File: src/rtl/pipeline_reg_chain.sv
// Chain of NUM_STAGES valid/ready register slices (forward-registered or skid) with synchronous flush.
// Optional occupancy counter port is built when PIPE_OCCUPANCY_EN is defined.
module pipeline_reg_chain #(
  parameter int DATA_WIDTH = 32,
  parameter int NUM_STAGES = 2,
  parameter int SKID_MODE  = 0
) (
  input  logic                  clk,
  input  logic                  rst_n,
  input  logic                  flush,
  input  logic                  in_valid,
  output logic                  in_ready,
  input  logic [DATA_WIDTH-1:0] in_data,
  output logic                  out_valid,
  input  logic                  out_ready,
  output logic [DATA_WIDTH-1:0] out_data
`ifdef PIPE_OCCUPANCY_EN
  ,
  output logic [$clog2(2*NUM_STAGES+1)-1:0] occupancy
`endif
);

  // Each slice exposes its upstream ready and downstream valid/data; neighbours
  // are linked by name so no shared vector carries a bit-to-bit combinational chain.
  for (genvar i = 0; i < NUM_STAGES; i++) begin : g_stage
    logic                  vin;
    logic [DATA_WIDTH-1:0] din;
    logic                  rdn;
    logic                  rup;
    logic                  vout;
    logic [DATA_WIDTH-1:0] dout;

    if (i == 0) begin : g_head
      assign vin = in_valid;
      assign din = in_data;
    end else begin : g_link
      assign vin = g_stage[i-1].vout;
      assign din = g_stage[i-1].dout;
    end

    if (i == NUM_STAGES - 1) begin : g_tail
      assign rdn = out_ready;
    end else begin : g_next
      assign rdn = g_stage[i+1].rup;
    end

    if (SKID_MODE == 0) begin : g_fwd
      logic                  vld_q;
      logic [DATA_WIDTH-1:0] dat_q;

      assign rup  = ~vld_q | rdn;
      assign vout = vld_q;
      assign dout = dat_q;

      always_ff @(posedge clk or negedge rst_n) begin
        if (!rst_n) begin
          vld_q <= 1'b0;
          dat_q <= '0;
        end else if (flush) begin
          vld_q <= 1'b0;
        end else if (vin && rup) begin
          vld_q <= 1'b1;
          dat_q <= din;
        end else if (rdn) begin
          vld_q <= 1'b0;
        end
      end
    end else begin : g_skid
      logic                  main_vld;
      logic                  skid_vld;
      logic [DATA_WIDTH-1:0] main_dat;
      logic [DATA_WIDTH-1:0] skid_dat;
      logic                  accept;

      // Upstream ready comes straight from a flop, cutting the ready path.
      assign rup    = ~skid_vld;
      assign vout   = main_vld;
      assign dout   = main_dat;
      assign accept = vin & ~skid_vld;

      always_ff @(posedge clk or negedge rst_n) begin
        if (!rst_n) begin
          main_vld <= 1'b0;
          skid_vld <= 1'b0;
          main_dat <= '0;
          skid_dat <= '0;
        end else if (flush) begin
          main_vld <= 1'b0;
          skid_vld <= 1'b0;
        end else if (!main_vld || rdn) begin
          if (skid_vld) begin
            main_dat <= skid_dat;
            main_vld <= 1'b1;
            skid_vld <= 1'b0;
          end else if (accept) begin
            main_dat <= din;
            main_vld <= 1'b1;
          end else begin
            main_vld <= 1'b0;
          end
        end else if (accept) begin
          skid_dat <= din;
          skid_vld <= 1'b1;
        end
      end
    end
  end

  // Flush blocks both interfaces for its cycle so no beat is half-transferred.
  assign in_ready  = g_stage[0].rup & ~flush;
  assign out_valid = g_stage[NUM_STAGES-1].vout & ~flush;
  assign out_data  = g_stage[NUM_STAGES-1].dout;

`ifdef PIPE_OCCUPANCY_EN
  localparam int OCC_W = $clog2(2*NUM_STAGES+1);

  logic in_fire;
  logic out_fire;

  assign in_fire  = in_valid & in_ready;
  assign out_fire = out_valid & out_ready;

  always_ff @(posedge clk or negedge rst_n) begin
    if (!rst_n) begin
      occupancy <= '0;
    end else if (flush) begin
      occupancy <= '0;
    end else if (in_fire && !out_fire) begin
      occupancy <= occupancy + OCC_W'(1);
    end else if (out_fire && !in_fire) begin
      occupancy <= occupancy - OCC_W'(1);
    end
  end
`else
  // No occupancy tracking in this build.
`endif

endmodule
File: config.mk
export PLATFORM = sky130hd
export DESIGN_NAME = pipeline_reg_chain
export DESIGN_NICKNAME = d
export VERILOG_FILES = /design/src/rtl/pipeline_reg_chain.sv
export SDC_FILE = /design/constraint.sdc
export NUM_CORES = 1
export LEC_CHECK = 0
export CORE_MARGIN = 2
export CORE_UTILIZATION = 35
export CTS_CLUSTER_SIZE = 24
export DETAILED_ROUTE_END_ITERATION = 6
export DONT_BUFFER_PORTS = 1
export PLACE_DENSITY = 0.6
export SLEW_MARGIN = 20
export SYNTH_ARGS = -nofsm -noshare
export SYNTH_HDL_FRONTEND = slang
export SYNTH_SLANG_ARGS = --single-unit
File: constraint.sdc
create_clock -name clk -period 2.9 [get_ports clk]
set_input_delay 0.435 -clock clk [delete_from_list [all_inputs] [get_ports clk]]
set_output_delay 0.435 -clock clk [all_outputs]
set_load 0.03 [all_outputs]
# Yosys cells after proc, flatten, opt, wreduce, memory -nomap -nowiden
# Index checks and enable logic that the tools add are counted.
[word_totals]
in_bits = 37
regBits = 66
out_inout_bits = 34
elab_cells = 23
[classes]
mux = 6
bitwise_logic = 7
reduce_logical = 6
[ops]
columns = ["cell", "n"]
rows = [
  ["1-bit 2-to-1 mux", 6],
  ["3-bit nonzero test", 2],
  ["2-bit AND reduction", 2],
  ["1-bit inverter", 3],
  ["1-bit AND", 2],
  ["1-bit logical AND", 2],
  ["1-bit OR", 2],
]

# Logic depth before layout (Yosys ltp)
# Gate-level depths: netlist of run 1.
[depth]
depth_word = 6
mapped_depth = 5
depth_no_buf = 3

# Worst setup path after synthesis of run 1
# No wires, ideal clock.
[synth_timing]
path_kind = "input to register"
start = "input out_ready"
end = "register g_stage[0].g_fwd.dat_q[0]"
setup_time_ps = 125
arrival_ps = 1534
n_path_buf = 2
path_stages = 5
required_time_ps = 2775
path_slack_ps = 1241
path_cell_list = "and3b_1 > or3b_1 > buf_2 > buf_6 > mux2_4"
[synth_between]
elab_chain_cells = 4
[synth_rtl]
columns = ["item", "line", "rtl"]
rows = [
  ["start: declaration", "15", "input logic out_ready,"],
  ["1-bit OR (2 in series)", "51", "assign rup = ~vld_q | rdn;"],
  ["1-bit logical AND", "61", "end else if (vin && rup) begin"],
  ["2-bit AND reduction (no source line)", "n/a", ""],
  ["end signal: assignment", "63", "dat_q <= din;"],
  ["end: declaration", "49", "logic [DATA_WIDTH-1:0] dat_q;"],
]
# Every way passes these cells.
# A chain may end at the register's enable or synchronous reset.

# Worst setup path in the final report of run 1
[layout_timing]
start = "register g_stage[0].g_fwd.vld_q"
end = "output in_ready"
[layout_between]
elab_chain_cells = 3
[layout_rtl]
columns = ["item", "line", "rtl"]
rows = [
  ["start: declaration", "48", "logic vld_q;"],
  ["start signal: assignment", "57", "vld_q <= 1'b0;"],
  ["start signal: assignment", "60", "vld_q <= 1'b0;"],
  ["start signal: assignment", "62", "vld_q <= 1'b1;"],
  ["1-bit inverter", "51", ""],
  ["1-bit OR", "51", ""],
  ["1-bit AND", "110", "assign in_ready = g_stage[0].rup & ~flush;"],
  ["end: declaration", "12", "output logic in_ready,"],
]
# Every way passes these cells.

==> metrics.txt, run 1 <==
# TYPE chip_impl_metric gauge
chip_impl_metric{name="postCtsSetupRepairBufs",unit=""} 0
chip_impl_metric{name="layout_worst_path_cycle_share",unit="%"} 61.9
chip_impl_metric{name="clk_transition_reported_paths",unit="ps"} 60
chip_impl_info{name="critical_path.startpoint_type",value="flip-flop"} 1
chip_impl_metric{name="numClockSinks",unit=""} 66
chip_impl_metric{name="grt_pass1_wl",unit="mm"} 7.66
chip_impl_metric{name="number_of_cells_produced_by_synthesis",unit=""} 147
chip_impl_metric{name="clock_insertion_delay_worst_skew",unit="ps"} 330
chip_impl_info{name="synth.area.top_cells",value="sky130_fd_sc_hd__dfrtp_1, sky130_fd_sc_hd__mux2_4, sky130_fd_sc_hd__mux2_2, sky130_fd_sc_hd__buf_6, sky130_fd_sc_hd__buf_2"} 1
chip_impl_metric{name="via_count_of_the_first_global_routing_pass",unit=""} 1463
chip_impl_metric{name="p_per_area",unit="nW/um2"} 886
chip_impl_metric{name="dpl.cell_count",unit=""} 240
chip_impl_metric{name="fp-row-count",unit=""} 31
chip_impl_metric{name="postSynthAreaPerCell",unit="um2"} 17.7
chip_impl_metric{name="mappedNetlistNets",unit=""} 184
chip_impl_metric{name="layout_cell_share_with_drive_strength_beyond_1",unit="%"} 50.9
chip_impl_info{name="timing.rr.end",value="g_stage[0].dout[2]"} 1
chip_impl_info{name="sink_of_the_worst_hold_path",value="g_stage[1].g_fwd.vld_q"} 1
chip_impl_metric{name="globalRouteOverflowTotal",unit=""} 0
chip_impl_metric{name="finClkSkew",unit="ps"} 5.45
chip_impl_metric{name="ir_worst_vdd",unit="mV"} 0.299
chip_impl_info{name="cts.root.buffer_cell",value="sky130_fd_sc_hd__clkbuf_8"} 1
chip_impl_metric{name="setup_violations",unit=""} 0
chip_impl_metric{name="drt-wirelength-per-cell",unit="um"} 17.6
chip_impl_info{name="synth_top_cell_by_area",value="sky130_fd_sc_hd__dfrtp_1"} 1
chip_impl_metric{name="period_needed",unit="ps"} 1800
chip_impl_info{name="end_kind",value="output port"} 1
chip_impl_info{name="clock_tree_from_tritoncts",value="done"} 1
chip_impl_metric{name="critPathRequiredTime",unit="ps"} 2470
chip_impl_metric{name="synth-seq-area-share",unit="%"} 63.6
chip_impl_metric{name="fmax",unit="GHz"} 0.557
chip_impl_metric{name="crit_arrival",unit="ps"} 1360
chip_impl_metric{name="ff2ff_path_depth",unit=""} 3
chip_impl_metric{name="syn-cell-area",unit="um2"} 2600
chip_impl_info{name="synth_top_cells_by_count",value="sky130_fd_sc_hd__dfrtp_1, sky130_fd_sc_hd__mux2_2, sky130_fd_sc_hd__mux2_4"} 1
chip_impl_metric{name="synth.distinct_cells",unit=""} 13
chip_impl_info{name="hold_path.class",value="in -> reg"} 1
chip_impl_info{name="yosys_most_used_dff",value="sky130_fd_sc_hd__dfrtp_1"} 1
chip_impl_info{name="run_status",value="finished, final reports clean"} 1
chip_impl_metric{name="syn2layout_area_growth",unit="%"} 11.7
chip_impl_metric{name="synth_edf_count",unit=""} 0
chip_impl_metric{name="place.port_buffers",unit=""} 0
chip_impl_metric{name="die_area",unit="um2"} 8120
chip_impl_metric{name="final_net_count",unit=""} 191
chip_impl_metric{name="timing.final.hold_violations",unit=""} 0
chip_impl_metric{name="cts-buffers-inserted",unit=""} 9
chip_impl_metric{name="yosysTopAreaCellShare",unit="%"} 63.6
chip_impl_metric{name="drt_first_iter_violations",unit=""} 22
chip_impl_metric{name="die_w",unit="um"} 90.1
chip_impl_metric{name="timing_max_transition_violations_final",unit=""} 0
chip_impl_metric{name="cts_max_path_buffers",unit=""} 2
chip_impl_metric{name="min_path_cells",unit=""} 1
chip_impl_metric{name="fin_cells",unit=""} 258
chip_impl_metric{name="drt_first_pass_iters",unit=""} 4
chip_impl_metric{name="cp_max_fo",unit=""} 3
chip_impl_metric{name="power_leakage",unit="nW"} 1.34
chip_impl_metric{name="floorplan.die.height",unit="um"} 90.1
chip_impl_metric{name="ant_nets",unit=""} 0
chip_impl_metric{name="grt_max_degree",unit=""} 67
chip_impl_info{name="critical_setup_path_kind",value="reg -> out"} 1
chip_impl_metric{name="effective_utilization_at_floorplan",unit="%"} 36.0
chip_impl_metric{name="h-tree-depth",unit=""} 3
chip_impl_metric{name="place.gp.congestion",unit=""} 0.666
chip_impl_metric{name="global_route_total_usage_across_every_layer",unit="%"} 12.5
chip_impl_metric{name="number_of_antenna_violations_at_the_first_check_in_global_routing",unit=""} 0
chip_impl_metric{name="tightest_slew",unit="ps"} 731
chip_impl_info{name="holdCritStartpoint",value="flush"} 1
chip_impl_metric{name="boundaryPins",unit=""} 71
chip_impl_metric{name="setup-tns-final",unit="ps"} 0
chip_impl_metric{name="postRouteWirelength",unit="mm"} 4.54
chip_impl_metric{name="reg2reg_setup_slack",unit="ps"} 1110
chip_impl_metric{name="num_vias",unit=""} 1209
chip_impl_metric{name="maxCapViolations",unit=""} 0
chip_impl_info{name="rsz0062_at_grt",value="false"} 1
chip_impl_info{name="reg2reg_from",value="g_stage[0].g_fwd.vld_q"} 1
chip_impl_metric{name="synthesized_flop_and_latch_total",unit=""} 66
chip_impl_metric{name="num_antenna_cells",unit=""} 0
chip_impl_metric{name="worst_slew_margin",unit="%"} 51.3
chip_impl_metric{name="hold_buffers",unit=""} 2
chip_impl_metric{name="remaining_drc_errors",unit=""} 0
chip_impl_metric{name="cts_resized",unit=""} 0
chip_impl_metric{name="avgViaCountPerCell",unit=""} 4.69
chip_impl_metric{name="ys_async_sr_fraction",unit="%"} 100
chip_impl_metric{name="yosys_warnings",unit=""} 0
chip_impl_metric{name="place_hpwl",unit="mm"} 2.94
chip_impl_info{name="synthMostInstantiatedCell",value="sky130_fd_sc_hd__dfrtp_1"} 1
chip_impl_metric{name="core_area",unit="um2"} 7210
## report_power, final
| part | internal [W] | switching (W) |
|---|---|---|
| logic | 0.000206 | 0.0000965 |
| clock network | 0.000394 | 0.000326 |
| registers | 0.00113 | 0.000422 |
| total | 0.00173 | 0.000844 |
## flip-flops by register name (all words and copies together), names as in the netlist
register,cells
g_stage.dout,32
g_stage.g_fwd.vld_q,2
out_data,32
## worst max-delay path, stage by stage (launching register included)
cell,delay (ps)
sky130_fd_sc_hd__dfrtp_1,390
sky130_fd_sc_hd__and3b_1,220
sky130_fd_sc_hd__nor2_1,430
## stage by stage
stage	worst slack [ps]	util, %	instance area [um2]	hold WS [ps]	power [W]
after floorplan	1240	-	2600	139	0.00177
after global placement	791	37.1	2670	141	0.00182
after detailed placement	699	37.1	2670	141	0.00185
after CTS	773	40.2	2900	138	0.00261
after global routing	1040	40.2	2900	141	0.00271
final	1100	40.2	2900	162	0.00257
## routing by layer
metal / track usage, % / wire length, um / up-vias / part of all wire (%)
met5: 0 / 0 / - / 0
met4: 5.77 / 45 / 0 / 0.99
met3: 6.71 / 457 / 6 / 10
met2: 19.3 / 2200 / 62 / 49
met1: 14.2 / 1830 / 613 / 40
li1: - / - / 528 / -
## cells by family (layout without fill, tap and decap cells)
group	count (synthesis)	after routing	share of synthesized area, %
buffers and inverters	8	20	2.22
flip-flops	66	66	63.6
AO/OA/AOI/OAI	1	1	0.193
multiplexers	64	64	32.1
AND/OR/NAND/NOR	8	8	1.88
## area by class of cell
class                           count  area, um2
Timing Repair Buffer                3       45.0
Clock buffer                       11        131
Inverter                            1       3.75
Tap cell                           99        124
Sequential cell                    66       1650
Multi-Input combinational cell     73        890
Clock inverter                      5       55.1
Fill cell                         682       4310
## worst max path at each step
stage                           startpoint                  end  slack [ps]  depth (start not counted)
floorplan                        out_ready   g_stage[0].dout[0]        1240                          5
global placement                 out_ready  g_stage[0].dout[16]         790                          3
detailed placement               out_ready  g_stage[0].dout[16]         700                          3
CTS                 g_stage[0].g_fwd.vld_q   g_stage[0].dout[9]         770                          3
global route        g_stage[0].g_fwd.vld_q             in_ready        1040                          2
finish              g_stage[0].g_fwd.vld_q             in_ready        1100                          2
## placed cells by master, fill, tap and decap left out
master	instances
sky130_fd_sc_hd__clkinv_2	2
sky130_fd_sc_hd__bufinv_16	1
sky130_fd_sc_hd__nand2b_1	1
sky130_fd_sc_hd__nor2_1	3
sky130_fd_sc_hd__buf_16	1
sky130_fd_sc_hd__nor2b_1	1
sky130_fd_sc_hd__mux2_4	30
sky130_fd_sc_hd__mux2_2	34
sky130_fd_sc_hd__clkbuf_1	2
sky130_fd_sc_hd__clkbuf_8	9
sky130_fd_sc_hd__or3b_4	1
sky130_fd_sc_hd__inv_1	1
sky130_fd_sc_hd__dfrtp_1	66
sky130_fd_sc_hd__clkinvlp_4	2
sky130_fd_sc_hd__nand3b_1	1
sky130_fd_sc_hd__buf_4	1
sky130_fd_sc_hd__a21oi_1	1
sky130_fd_sc_hd__and3b_1	1
sky130_fd_sc_hd__dlygate4sd3_1	1
No activity file was read; power rests on OpenSTA's default activity.
==> run 2, diff against run 1 <==
- ABC_AREA: not set -> 1
- clock period: 2.9 -> 1.82 ns (I/O delays scaled with it)
==> metrics.txt, run 2 <==
# TYPE chip_impl_metric gauge
chip_impl_metric{name="mappedNetlistNets",unit=""} 329
chip_impl_metric{name="synth-seq-area-share",unit="%"} 61.8
chip_impl_metric{name="hold_buffers",unit=""} 1
chip_impl_info{name="rsz0062_at_grt",value="false"} 1
chip_impl_metric{name="postRouteWirelength",unit="mm"} 6.00
chip_impl_metric{name="reg2reg_setup_slack",unit="ps"} 580
chip_impl_metric{name="globalRouteOverflowTotal",unit=""} 0
chip_impl_metric{name="grt_pass1_wl",unit="mm"} 9.98
chip_impl_info{name="sink_of_the_worst_hold_path",value="g_stage[0].dout[5]"} 1
chip_impl_info{name="end_kind",value="output port"} 1
chip_impl_metric{name="setup_violations",unit=""} 0
chip_impl_metric{name="timing_max_transition_violations_final",unit=""} 0
chip_impl_metric{name="critPathRequiredTime",unit="ps"} 1550
chip_impl_metric{name="clk_transition_reported_paths",unit="ps"} 70
chip_impl_metric{name="ant_nets",unit=""} 0
chip_impl_metric{name="synth.distinct_cells",unit=""} 13
chip_impl_metric{name="cts_resized",unit=""} 0
chip_impl_metric{name="power_leakage",unit="nW"} 1.57
chip_impl_metric{name="ir_worst_vdd",unit="mV"} 0.585
chip_impl_metric{name="die_w",unit="um"} 91.4
chip_impl_info{name="most-common-layout-cells",value="sky130_fd_sc_hd__nand2_1, sky130_fd_sc_hd__dfrtp_1, sky130_fd_sc_hd__nand3_1"} 1
chip_impl_metric{name="syn-cell-area",unit="um2"} 2670
chip_impl_metric{name="effective_utilization_at_floorplan",unit="%"} 36.5
chip_impl_info{name="critical_setup_path_kind",value="reg -> out"} 1
chip_impl_metric{name="synth_edf_count",unit=""} 0
chip_impl_info{name="synth_top_cells_by_count",value="sky130_fd_sc_hd__nand2_1, sky130_fd_sc_hd__dfrtp_1, sky130_fd_sc_hd__nand3_1"} 1
chip_impl_metric{name="postSynthAreaPerCell",unit="um2"} 9.15
chip_impl_metric{name="die_area",unit="um2"} 8350
chip_impl_metric{name="yosys_warnings",unit=""} 0
chip_impl_metric{name="whs",unit="ps"} 71.8
chip_impl_metric{name="place_hpwl",unit="mm"} 3.91
chip_impl_metric{name="num_antenna_cells",unit=""} 0
chip_impl_metric{name="layout_cell_share_with_drive_strength_beyond_1",unit="%"} 9.00
chip_impl_metric{name="p_per_area",unit="nW/um2"} 1220
chip_impl_metric{name="avgViaCountPerCell",unit=""} 4.86
chip_impl_metric{name="drt_first_iter_violations",unit=""} 106
chip_impl_metric{name="numClockSinks",unit=""} 66
chip_impl_metric{name="synthesized_flop_and_latch_total",unit=""} 66
chip_impl_metric{name="remaining_drc_errors",unit=""} 0
chip_impl_metric{name="period_needed",unit="ps"} 1500
chip_impl_metric{name="drt-wirelength-per-cell",unit="um"} 15.0
chip_impl_metric{name="number_of_cells_produced_by_synthesis",unit=""} 292
chip_impl_info{name="hold_path.class",value="in -> reg"} 1
chip_impl_metric{name="crit_arrival",unit="ps"} 1230
chip_impl_metric{name="cp_max_fo",unit=""} 9
chip_impl_metric{name="core_area",unit="um2"} 7330
chip_impl_info{name="synth_top_cell_by_area",value="sky130_fd_sc_hd__dfrtp_1"} 1
chip_impl_metric{name="drt_first_pass_iters",unit=""} 5
chip_impl_metric{name="num_vias",unit=""} 1938
chip_impl_metric{name="setup-tns-final",unit="ps"} 0
chip_impl_metric{name="worst_slew_margin",unit="%"} 75.8
chip_impl_metric{name="ff2ff_path_depth",unit=""} 5
chip_impl_metric{name="via_count_of_the_first_global_routing_pass",unit=""} 1922
chip_impl_metric{name="fp-row-count",unit=""} 31
chip_impl_metric{name="number_of_antenna_violations_at_the_first_check_in_global_routing",unit=""} 0
chip_impl_metric{name="fmax",unit="GHz"} 0.665
chip_impl_metric{name="final_net_count",unit=""} 333
chip_impl_info{name="reg2reg_from",value="g_stage[1].g_fwd.vld_q"} 1
chip_impl_info{name="synth.area.top_cells",value="sky130_fd_sc_hd__dfrtp_1, sky130_fd_sc_hd__nand2_1, sky130_fd_sc_hd__nand3_1, sky130_fd_sc_hd__buf_4, sky130_fd_sc_hd__buf_2"} 1
chip_impl_metric{name="place.gp.congestion",unit=""} 0.706
chip_impl_metric{name="cts-buffers-inserted",unit=""} 9
chip_impl_metric{name="fillers",unit=""} 742
chip_impl_metric{name="yosysTopAreaCellShare",unit="%"} 61.8
chip_impl_metric{name="timing.final.hold_violations",unit=""} 0
chip_impl_metric{name="grt_max_degree",unit=""} 67
chip_impl_info{name="clock_tree_from_tritoncts",value="done"} 1
chip_impl_metric{name="cts_max_path_buffers",unit=""} 2
chip_impl_metric{name="setup_ws",unit="ps"} 315
chip_impl_metric{name="layout_worst_path_cycle_share",unit="%"} 82.7
chip_impl_info{name="holdCritStartpoint",value="in_data[5]"} 1
chip_impl_metric{name="min_path_cells",unit=""} 2
chip_impl_metric{name="global_route_total_usage_across_every_layer",unit="%"} 15.6
chip_impl_info{name="run_status",value="finished, final reports clean"} 1
chip_impl_metric{name="tightest_slew",unit="ps"} 364
chip_impl_metric{name="h-tree-depth",unit=""} 3
chip_impl_info{name="timing.rr.end",value="out_data[2]"} 1
chip_impl_info{name="cts.root.buffer_cell",value="sky130_fd_sc_hd__clkbuf_8"} 1
chip_impl_metric{name="boundaryPins",unit=""} 71
chip_impl_metric{name="ys_async_sr_fraction",unit="%"} 100
chip_impl_info{name="final_common_cell",value="sky130_fd_sc_hd__nand2_1"} 1
chip_impl_metric{name="place.port_buffers",unit=""} 0
chip_impl_info{name="critical_path.startpoint_type",value="flip-flop"} 1
chip_impl_metric{name="floorplan.die.height",unit="um"} 91.4
chip_impl_metric{name="finClkSkew",unit="ps"} 8.92
chip_impl_info{name="synthMostInstantiatedCell",value="sky130_fd_sc_hd__nand2_1"} 1
chip_impl_metric{name="detailedPlace.worstSlack",unit="ps"} 583
chip_impl_metric{name="maxCapViolations",unit=""} 0
chip_impl_metric{name="postCtsSetupRepairBufs",unit=""} 0
chip_impl_info{name="yosys_most_used_dff",value="sky130_fd_sc_hd__dfrtp_1"} 1
chip_impl_metric{name="clock_insertion_delay_worst_skew",unit="ps"} 340
chip_impl_metric{name="syn2layout_area_growth",unit="%"} 10.5
## run 2: cell count changes after synthesis, sizes merged, moves of 2 or more
cell    change
buf         +9
clkbuf      +2
inv         +5
mux2       -64
nand2     +132
nand3      +65
## run 2: worst max-delay path by stage
stage / start / endpoint / slack (ps) / depth (start not counted)
2_1_floorplan: g_stage[1].g_fwd.vld_q / in_ready / 570 / 4
3_3_place_gp: g_stage[1].g_fwd.vld_q / out_data[2] / 650 / 5
3_5_place_dp: g_stage[1].g_fwd.vld_q / out_data[22] / 580 / 5
4_1_cts: g_stage[1].g_fwd.vld_q / in_ready / 300 / 3
5_1_grt: g_stage[1].g_fwd.vld_q / in_ready / 220 / 3
6_report: g_stage[1].g_fwd.vld_q / in_ready / 320 / 3
## run 2: cells by family (layout without fill, tap and decap cells)
| kind of cell | count (synthesis) | in the layout | synth area share, % |
|---|---|---|---|
| AOI/OAI and AO/OA | 2 | 2 | 0.375 |
| buffers and inverters | 24 | 32 | 5.38 |
| DFF | 66 | 66 | 61.8 |
| and+or+nand+nor | 200 | 200 | 32.4 |
## run 2: report_power, final
part / internal (W) / switching (W) / total (W)
combinational: 0.000125 / 0.000209 / 0.000334
clock: 0.000560 / 0.000519 / 0.00108
sequential: 0.00171 / 0.000471 / 0.00218
## run 2: worst max-delay path: stages (launching register included)
cell and delay, ps:
sky130_fd_sc_hd__dfrtp_1 400, sky130_fd_sc_hd__nand3_2 190, sky130_fd_sc_hd__nand2_1 90, sky130_fd_sc_hd__inv_1 220
## run 2: layout make-up
cell class	count	area, um2	area share (%)
flip-flops and latches	66	1650	55.9
multi-input cells	202	877	29.7
clock buffers	13	159	5.38
well taps	99	124	4.19
repair buffers	11	108	3.64
inverters	6	22.5	0.762
clock inverters	2	12.5	0.424
## run 2: metal layers
layer | vias to the layer above | track usage (%) | routed length [um]
met5 | - | 0 | 0
met4 | 0 | 7.58 | 125
met3 | 12 | 6.56 | 527
met2 | 59 | 22.1 | 2590
met1 | 927 | 20.4 | 2750
li1 | 940 | - | -
## run 2: through the flow
step           total power, W  instances  area (um2)  utilization (%)
5_1_grt               0.00380        399        2950             40.3
4_1_cts               0.00360        397        2920             39.8
2_1_floorplan         0.00241        292        2670                -
3_3_place_gp          0.00250        381        2740             37.3
6_report              0.00359        399        2950             40.3
3_5_place_dp          0.00251        381        2740             37.3
